**src/rtl/face_shader.sv**
```systemverilog
// face_shader: three-stage clamp / multiply / output shading pipeline.
// Define FACE_SHADER_CULL_STATS_EN to build the saturating cull counter.
module face_shader #(
    parameter int NORM_WIDTH = 16,
    parameter int NORM_FRAC = 14,
    parameter logic [NORM_WIDTH-1:0] AMBIENT = 16'h0800
) (
    input  logic                         clk_in,
    input  logic                         rst_in,
    input  logic signed [NORM_WIDTH-1:0] intensity_in,
    input  logic                         front_in,
    input  logic [15:0]                  base_color_in,
    input  logic [15:0]                  tri_id_in,
    input  logic                         valid_in,
    output logic                         ready_out,
    output logic [15:0]                  color_out,
    output logic [15:0]                  tri_id_out,
    output logic                         valid_out,
    input  logic                         ready_in,
    output logic [31:0]                  cull_count_out
);

    localparam int PW = NORM_WIDTH + 6;
    localparam logic signed [NORM_WIDTH-1:0] ONE =
        $signed(NORM_WIDTH'(1 << NORM_FRAC));

    typedef struct packed {
        logic [NORM_WIDTH-1:0] eff;
        logic [15:0]           color;
        logic [15:0]           tag;
    } s1_t;

    typedef struct packed {
        logic [15:0] color;
        logic [15:0] tag;
    } s2_t;

    logic                  en;
    logic                  accept;
    logic [NORM_WIDTH-1:0] clamped;
    logic [NORM_WIDTH-1:0] eff;
    logic                  s1_valid;
    s1_t                   s1;
    logic                  s2_valid;
    s2_t                   s2;
    logic [PW-1:0]         prod_r;
    logic [PW-1:0]         prod_g;
    logic [PW-1:0]         prod_b;
    logic [15:0]           shaded;

    // A full S3 that is not being drained freezes every stage at once
    assign en        = !valid_out || ready_in;
    assign ready_out = en;
    assign accept    = valid_in && en;

    always_comb begin
        clamped = intensity_in;
        if (intensity_in[NORM_WIDTH-1]) begin
            clamped = '0;
        end else if (intensity_in > ONE) begin
            clamped = ONE;
        end
        eff = (clamped < AMBIENT) ? AMBIENT : clamped;
    end

    always_comb begin
        prod_r = PW'(s1.color[15:11]) * PW'(s1.eff);
        prod_g = PW'(s1.color[10:5]) * PW'(s1.eff);
        prod_b = PW'(s1.color[4:0]) * PW'(s1.eff);
        shaded = {5'(prod_r >> NORM_FRAC),
                  6'(prod_g >> NORM_FRAC),
                  5'(prod_b >> NORM_FRAC)};
    end

    always_ff @(posedge clk_in or negedge rst_in) begin
        if (!rst_in) begin
            s1_valid <= 1'b0;
            s1       <= '0;
        end else if (en) begin
            s1_valid <= valid_in && front_in;
            s1.eff   <= eff;
            s1.color <= base_color_in;
            s1.tag   <= tri_id_in;
        end
    end

    always_ff @(posedge clk_in or negedge rst_in) begin
        if (!rst_in) begin
            s2_valid <= 1'b0;
            s2       <= '0;
        end else if (en) begin
            s2_valid <= s1_valid;
            s2.color <= shaded;
            s2.tag   <= s1.tag;
        end
    end

    always_ff @(posedge clk_in or negedge rst_in) begin
        if (!rst_in) begin
            valid_out  <= 1'b0;
            color_out  <= '0;
            tri_id_out <= '0;
        end else if (en) begin
            valid_out  <= s2_valid;
            color_out  <= s2.color;
            tri_id_out <= s2.tag;
        end
    end

`ifdef FACE_SHADER_CULL_STATS_EN
    logic [31:0] cull_q;

    always_ff @(posedge clk_in or negedge rst_in) begin
        if (!rst_in) begin
            cull_q <= '0;
        end else if (accept && !front_in && cull_q != 32'hFFFF_FFFF) begin
            cull_q <= cull_q + 32'd1;
        end
    end

    assign cull_count_out = cull_q;
`else
    logic unused_accept;
    assign unused_accept  = accept;
    assign cull_count_out = '0;
`endif

endmodule
```
**config.mk**
```make
export PLATFORM = sky130hd
export DESIGN_NAME = face_shader
export DESIGN_NICKNAME = d
export VERILOG_FILES = /design/src/rtl/face_shader.sv
export SDC_FILE = /design/constraint.sdc
export NUM_CORES = 1
export LEC_CHECK = 0
export CAP_MARGIN = 25
export CORE_MARGIN = 2
export CORE_UTILIZATION = 33
export CTS_CLUSTER_DIAMETER = 150
export DETAILED_ROUTE_END_ITERATION = 8
export SYNTH_ARGS = -nofsm -noshare
export SYNTH_HDL_FRONTEND = slang
export SYNTH_SLANG_ARGS = --single-unit
```
**constraint.sdc**
```tcl
create_clock -name clk_in -period 5.7 [get_ports clk_in]
set_clock_uncertainty 0.05 [all_clocks]
set_input_delay 1.14 -clock clk_in [delete_from_list [all_inputs] [get_ports clk_in]]
set_output_delay 1.14 -clock clk_in [all_outputs]
set_load 0.03 [all_outputs]
```
==> results of run 1 <==
worst min-delay path by stage:
stage	slack, ps	cells after the start	start	to
6_report	410	2	s2_valid	s2_valid
5_1_grt	430	2	s2_valid	s2_valid
4_1_cts	410	2	s2_valid	s2_valid
3_5_place_dp	400	2	s2_valid	s2_valid
3_3_place_gp	390	2	s2_valid	s2_valid
2_1_floorplan	380	2	s2_valid	s2_valid
worst max-delay path, cell delays in order (launching register included):
cell and delay [ps]:
dfrtp_1 700, and2_1 220, fa_1 440, fa_1 550
inv_1 50, fa_1 520, inv_1 40, ha_1 320
a21o_1 190, a21o_1 180, a221o_1 350, a221oi_2 340
o21ai_0 110, a22o_1 180
logic make-up (layout without fill, tap and decap cells):
| group | after synthesis | count (layout) | share of synthesized area (%) |
|---|---|---|---|
| buf+inv | 238 | 275 | 9.15 |
| other cells | 1 | 32 | 0.0338 |
| xor+xnor | 17 | 17 | 1.34 |
| mux | 1 | 1 | 0.0902 |
| fa+ha+maj | 200 | 200 | 31.0 |
| simple gates | 578 | 578 | 24.6 |
| compound gates | 132 | 132 | 8.13 |
| flops | 114 | 114 | 25.7 |
layer usage:
metal	GRT usage [%]	vias up
li1	-	4063
met2	25.6	171
met1	22.0	4254
met3	4.26	12
met4	2.88	0
met5	0	-
registers in the layout (all words and copies together) (netlist names):
| name | flops |
|---|---|
| s1 | 47 |
| s2 | 32 |
| color_out | 16 |
| tri_id_out | 16 |
| s1_valid | 1 |
| s2_valid | 1 |
| valid_out | 1 |
cells in the mapped netlist, types with 4 or more instances:
library cell	count	area (µm²)
a21o_1	16	120
nor3_1	9	45.0
ha_1	75	938
xnor2_1	14	123
nor4_1	4	25.0
nand2b_1	5	31.3
inv_1	147	552
and2_1	178	1110
and4_1	4	35.0
a22o_1	14	123
buf_4	32	240
o21a_1	6	45.0
nand3_1	10	50.1
fa_1	125	2500
nand2_1	326	1220
o21ai_0	21	105
clkbuf_1	54	203
dfrtp_1	114	2850
nand4_1	12	75.1
nor2_1	24	90.1
a21oi_1	32	160
a31oi_1	5	31.3
o211ai_1	6	45.0
a211oi_1	4	30.0
where the power goes:
part           leakage (µW)  total (µW)  switching (µW)  internal [µW]
registers           0.00141        1240             229           1010
clock network      0.000280        1100             476            621
logic               0.00494        1520             907            609
total               0.00663        3860            1610           2240
layout make-up:
cell class	instances	area, µm²
timing repair buffer	95	921
fill	3453	20500
inverter	148	557
clock buffer	17	425
clock inverter	15	159
tap	448	561
sequential	114	2850
multi-input combinational	960	7360
through the flow:
| step | hold slack, ps | total power (µW) | util (%) | cells | setup slack, ps |
|---|---|---|---|---|---|
| after floorplan | 380 | 2270 | - | 1312 | 1610 |
| after global placement | 391 | 2770 | 36.7 | 1762 | 1370 |
| after detailed placement | 397 | 2790 | 36.7 | 1762 | 1330 |
| after CTS | 411 | 3920 | 38.4 | 1794 | 1300 |
| after global routing | 431 | 4190 | 38.5 | 1797 | 1000 |
| final | 408 | 3860 | 38.5 | 1797 | 1300 |
==> flow_summary.toml, run 1 <==
[status]
status = "complete, no violations"

[worst_setup_path]
crit_start = "s1[39]"
worstPathRequired_ps = 5960
arrival_ps = 4660
r2r_end = "s2[29]"
ff2ff_setup_slack_ps = 1300
start_kind = "register"
r2r_start = "s1[39]"
path_class = "reg -> reg"
ff2ff_path_depth = 13
worstSetupEndpoint = "s2[29]"
endpoint_kind = "register"
critPathMaxFanout = 17

[grt]
grt_use_total_pct = 16.0
antenna_found_initial = 0
grt_pass1_vias = 8918
grt_first_pass_wirelength_um = 45600
grt_max_degree = 83
grt_overflow_total = 0

[routing]
route.detailed.drc = 0
met2_length_um = 11900
routedWlPerCell_um = 14.5
dr.pass1.iters = 5
drt.antenna.violating_nets = 0
drtIter0Drc = 413
highest_layer = "met4"
wl_met3_um = 1370
via_count = 8500
routed_wl_um = 26000
viasPerCell = 4.73
met1_length_um = 12600

[sta]
fin_crit_sh_pct = 77.2
max_slew_margin_pct = 44.8
hold_violations = 0
worst_pin_slew_ps = 828
report.final.slew_viol_count = 0
tns_ps = 0
fmax_mhz = 227
setup_viol = 0
rsz0062_at_grt = "false"
period_needed_ps = 4400

[floorplanning]
core.rowCount = 67
dieArea_mm2 = 0.0351
die_x_um = 187
die_y_um = 187
num_io_pins = 119
core_mm2 = 0.0334
start_util_pct = 33.3

[synth]
synthFlopType = "dfrtp_1"
async_flop_share_pct = 100
synth_edf_count = 0
netlist_area_mm2 = 0.0111
synth-seq-area-share_pct = 25.7
synth.avg_cell_area_um2 = 8.67
yosys_register_bits = 114
netlist_instances = 1281
synth_warnings = 0
synth.distinct_cells = 53

[clocking]
cts_tree = "built"
cts_buffer_depth = 2
post_cts_resized = 0
holdBufCountCts = 0
clk_latency_ps = 430
cts-htree-levels = 4
cts_inserted_buffers = 17
path_clk_slew_ps = 70
cts_setup_buffers = 0
clockRootBuffer = "clkbuf_16"
cts_sinks = 114

[placed_design]
place.gp.congestion = 0.845
post_dp_cell_area_mm2 = 0.0122
dp_hpwl_um = 19300
port_buffers = 86

[power]
max-vdd-ir-drop_mv = 0.230
power_density_mw_per_mm2 = 301
p_leak_uw = 0.00663

[finish]
final_common_cell = "nand2_1"
fin_nets = 1589
drive_gt1_share_pct = 3.41
layout_common_cells = "326 x nand2_1, 178 x and2_1, 147 x inv_1"
area_growth_pct = 15.6
antenna_cells = 0
post-route-cell-area_mm2 = 0.0128

[run]
drv_cap = 0

[worst_hold_path]
worstHoldPathType = "reg -> reg"
Power figures use the tool's default switching activity.
==> inputs of run 2 (changes only) <==
clock period = 3.8 ns   (was 5.7 ns; I/O delays follow)
==> run 2 against run 1 <==
  * Die area unchanged
  * Register-to-register slack worse by 1500 ps
  * Non-clock buffer count up 145
  * Clock power up 47%
  * Largest cell class unchanged
  * Sequential power is 44% higher
  * Critical path depth rose by 1
  * Combinational power up 110%
  * The flow now finishes with violations (negative setup slack)
  * Sequential share of layout area fell by 3.0 points
  * Core utilization rose by 6.3 points
  * Worst hold slack worse by 160 ps
  * Power grew 71%
  * Routed wire length is 11% higher
==> flow_summary.toml, run 2 (same netlist as run 1, synthesis figures left out) <==
[worst_setup_path]
ff2ff_path_depth = 14
path_cells = "buf_12, and2_4, fa_1, fa_1, inv_2, fa_1, inv_2, ha_4, a21o_1, a21o_1, a221o_1, a221oi_4, o21ai_1, a22o_1"
cp.buffers_inverters = 3
worstPathRequired_ps = 4070
max_stage_delay_ps = 510
r2r_start = "s1[39]"
cp.depth = 14
cpMostUsedCell = "fa_1"
ff2ff_setup_slack_ps = -220
critPathMaxFanout = 4
start_kind = "register"
r2r_end = "s2[29]"
crit_start = "s1[39]"
endpoint_kind = "register"
slowest_stage = "fa_1"
cpLargestDelayFamily = "adder cells"
arrival_ps = 4290
worstSetupEndpoint = "s2[29]"
path_class = "reg -> reg"

[floorplanning]
dieArea_mm2 = 0.0351
core_mm2 = 0.0334
start_util_pct = 33.3
core.rowCount = 67
die_x_um = 187
num_io_pins = 119
die_y_um = 187

[finish]
fin_nets = 1734
drive_gt1_share_pct = 23.6
layout_common_cells = "317 x nand2_1, 152 x and2_1, 127 x inv_1"
post-route-cell-area_mm2 = 0.0149
multiInputGateArea_mm2 = 0.00821
area_growth_pct = 34.6
largest_reg_flops = 47
reg_top3 = "s1 x47, s2 x32"
fill_cells = 3249
antenna_cells = 0
seqCellArea_mm2 = 0.00288
max_flop_register = "s1"
final_common_cell = "nand2_1"
instances_no_fill = 1942

[routing]
drt.antenna.violating_nets = 0
route.detailed.drc = 0
via_count = 9084
viasPerCell = 4.68
routedWlPerCell_um = 14.9
routed_wl_um = 29000
drtIter0Drc = 526
dr.pass1.iters = 5

[sta]
timing.final.ws_setup_ps = -223
tns_ps = -1680
rsz0062_at_grt = "true"
period_needed_ps = 4020
holdWs_ps = 244
setup_viol = 16
fin_crit_sh_pct = 106
fmax_mhz = 249
worst_pin_slew_ps = 832
report.final.slew_viol_count = 0
max_slew_margin_pct = 44.5
hold_violations = 0

[status]
status = "finished with violations"
violations = "negative setup slack"

[worst_hold_path]
worstHoldPathType = "in -> async"

[clocking]
holdBufCountCts = 0
path_clk_slew_ps = 70
clockRootBuffer = "clkbuf_16"
cts_tree = "built"
cts_sinks = 114
cts_buffer_depth = 2
clk_latency_ps = 440
cts-htree-levels = 4
cts_inserted_buffers = 17

[power]
max-vdd-ir-drop_mv = 0.359
p_total_uw = 6600
p_leak_uw = 0.00743
power_density_mw_per_mm2 = 442

[grt]
grt_max_degree = 107
grt_pass1_vias = 9368
antenna_found_initial = 0
grt_use_total_pct = 16.7
grt_first_pass_wirelength_um = 47600
grt_overflow_total = 0

[placed_design]
post_dp_cell_area_mm2 = 0.0131
dp_hpwl_um = 20100
port_buffers = 86
place.gp.congestion = 0.828
dpl.cell_count = 1869

[run]
drv_cap = 0
## run 2: cell types whose count changed in the layout (fill, tap and decap cells not counted), moves of 26 or more
cell | previous run | this run
ha_4 | 0 | 27
and2_4 | 0 | 26
buf_4 | 8 | 124
ha_1 | 75 | 47
and2_1 | 178 | 152
## run 2: cell type report
| type | count | area share, % |
|---|---|---|
| timing repair buffer | 240 | 14.5 |
| multi-input combinational | 960 | 54.9 |
| clock buffer | 17 | 2.85 |
| tap | 448 | 3.75 |
| clock inverter | 15 | 0.988 |
| inverter | 148 | 3.73 |
| sequential | 114 | 19.3 |
## run 2: worst register-to-register path, delay by kind of cell (launching register included)
kind,cells,cell delay (ps)
flops,1,450
simple gates,1,130
fa+ha+maj,4,1710
compound gates,6,1340
buf+inv,3,230
## run 2: per-stage QoR
stage / setup WS, ps / util [%]
floorplan: -45.0 / -
global placement: -308 / 39.3
detailed placement: -329 / 39.3
CTS: -180 / 42.8
global route: -349 / 44.8
finish: -223 / 44.8
## run 2: how the worst min path moves through the flow
| stage | startpoint | to | slack (ps) | cells past startpoint |
|---|---|---|---|---|
| 2_1_floorplan | s2_valid | s2_valid | 380 | 2 |
| 3_3_place_gp | s2[13] | s2[13] | 400 | 2 |
| 3_5_place_dp | tri_id_out[11] | tri_id_out[11] | 400 | 2 |
| 4_1_cts | rst_in | s1[23] | 250 | 1 |
| 5_1_grt | rst_in | s1[23] | 270 | 1 |
| 6_report | rst_in | s1[23] | 240 | 1 |
## run 2: what timing repair did
item                                    4_1_cts  5_1_grt
buffers inserted                             22       21
pin swaps                                    76       67
endpoints found under the setup margin       16       16
resized for setup                           106      113
## run 2: layer usage
metal | up-vias | part of all wire, % | track usage, %
met5 | - | 0 | 0
met4 | 0 | 0.94 | 3.73
met3 | 23 | 5.3 | 3.64
met2 | 184 | 45 | 25.8
met1 | 4525 | 49 | 23.9
li1 | 4352 | - | -
## run 2: where the power goes
group	switching, µW	total [µW]	internal (µW)
clock	698	1620	919
combinational	1740	3200	1450
sequential	256	1790	1530
total	2700	6600	3900
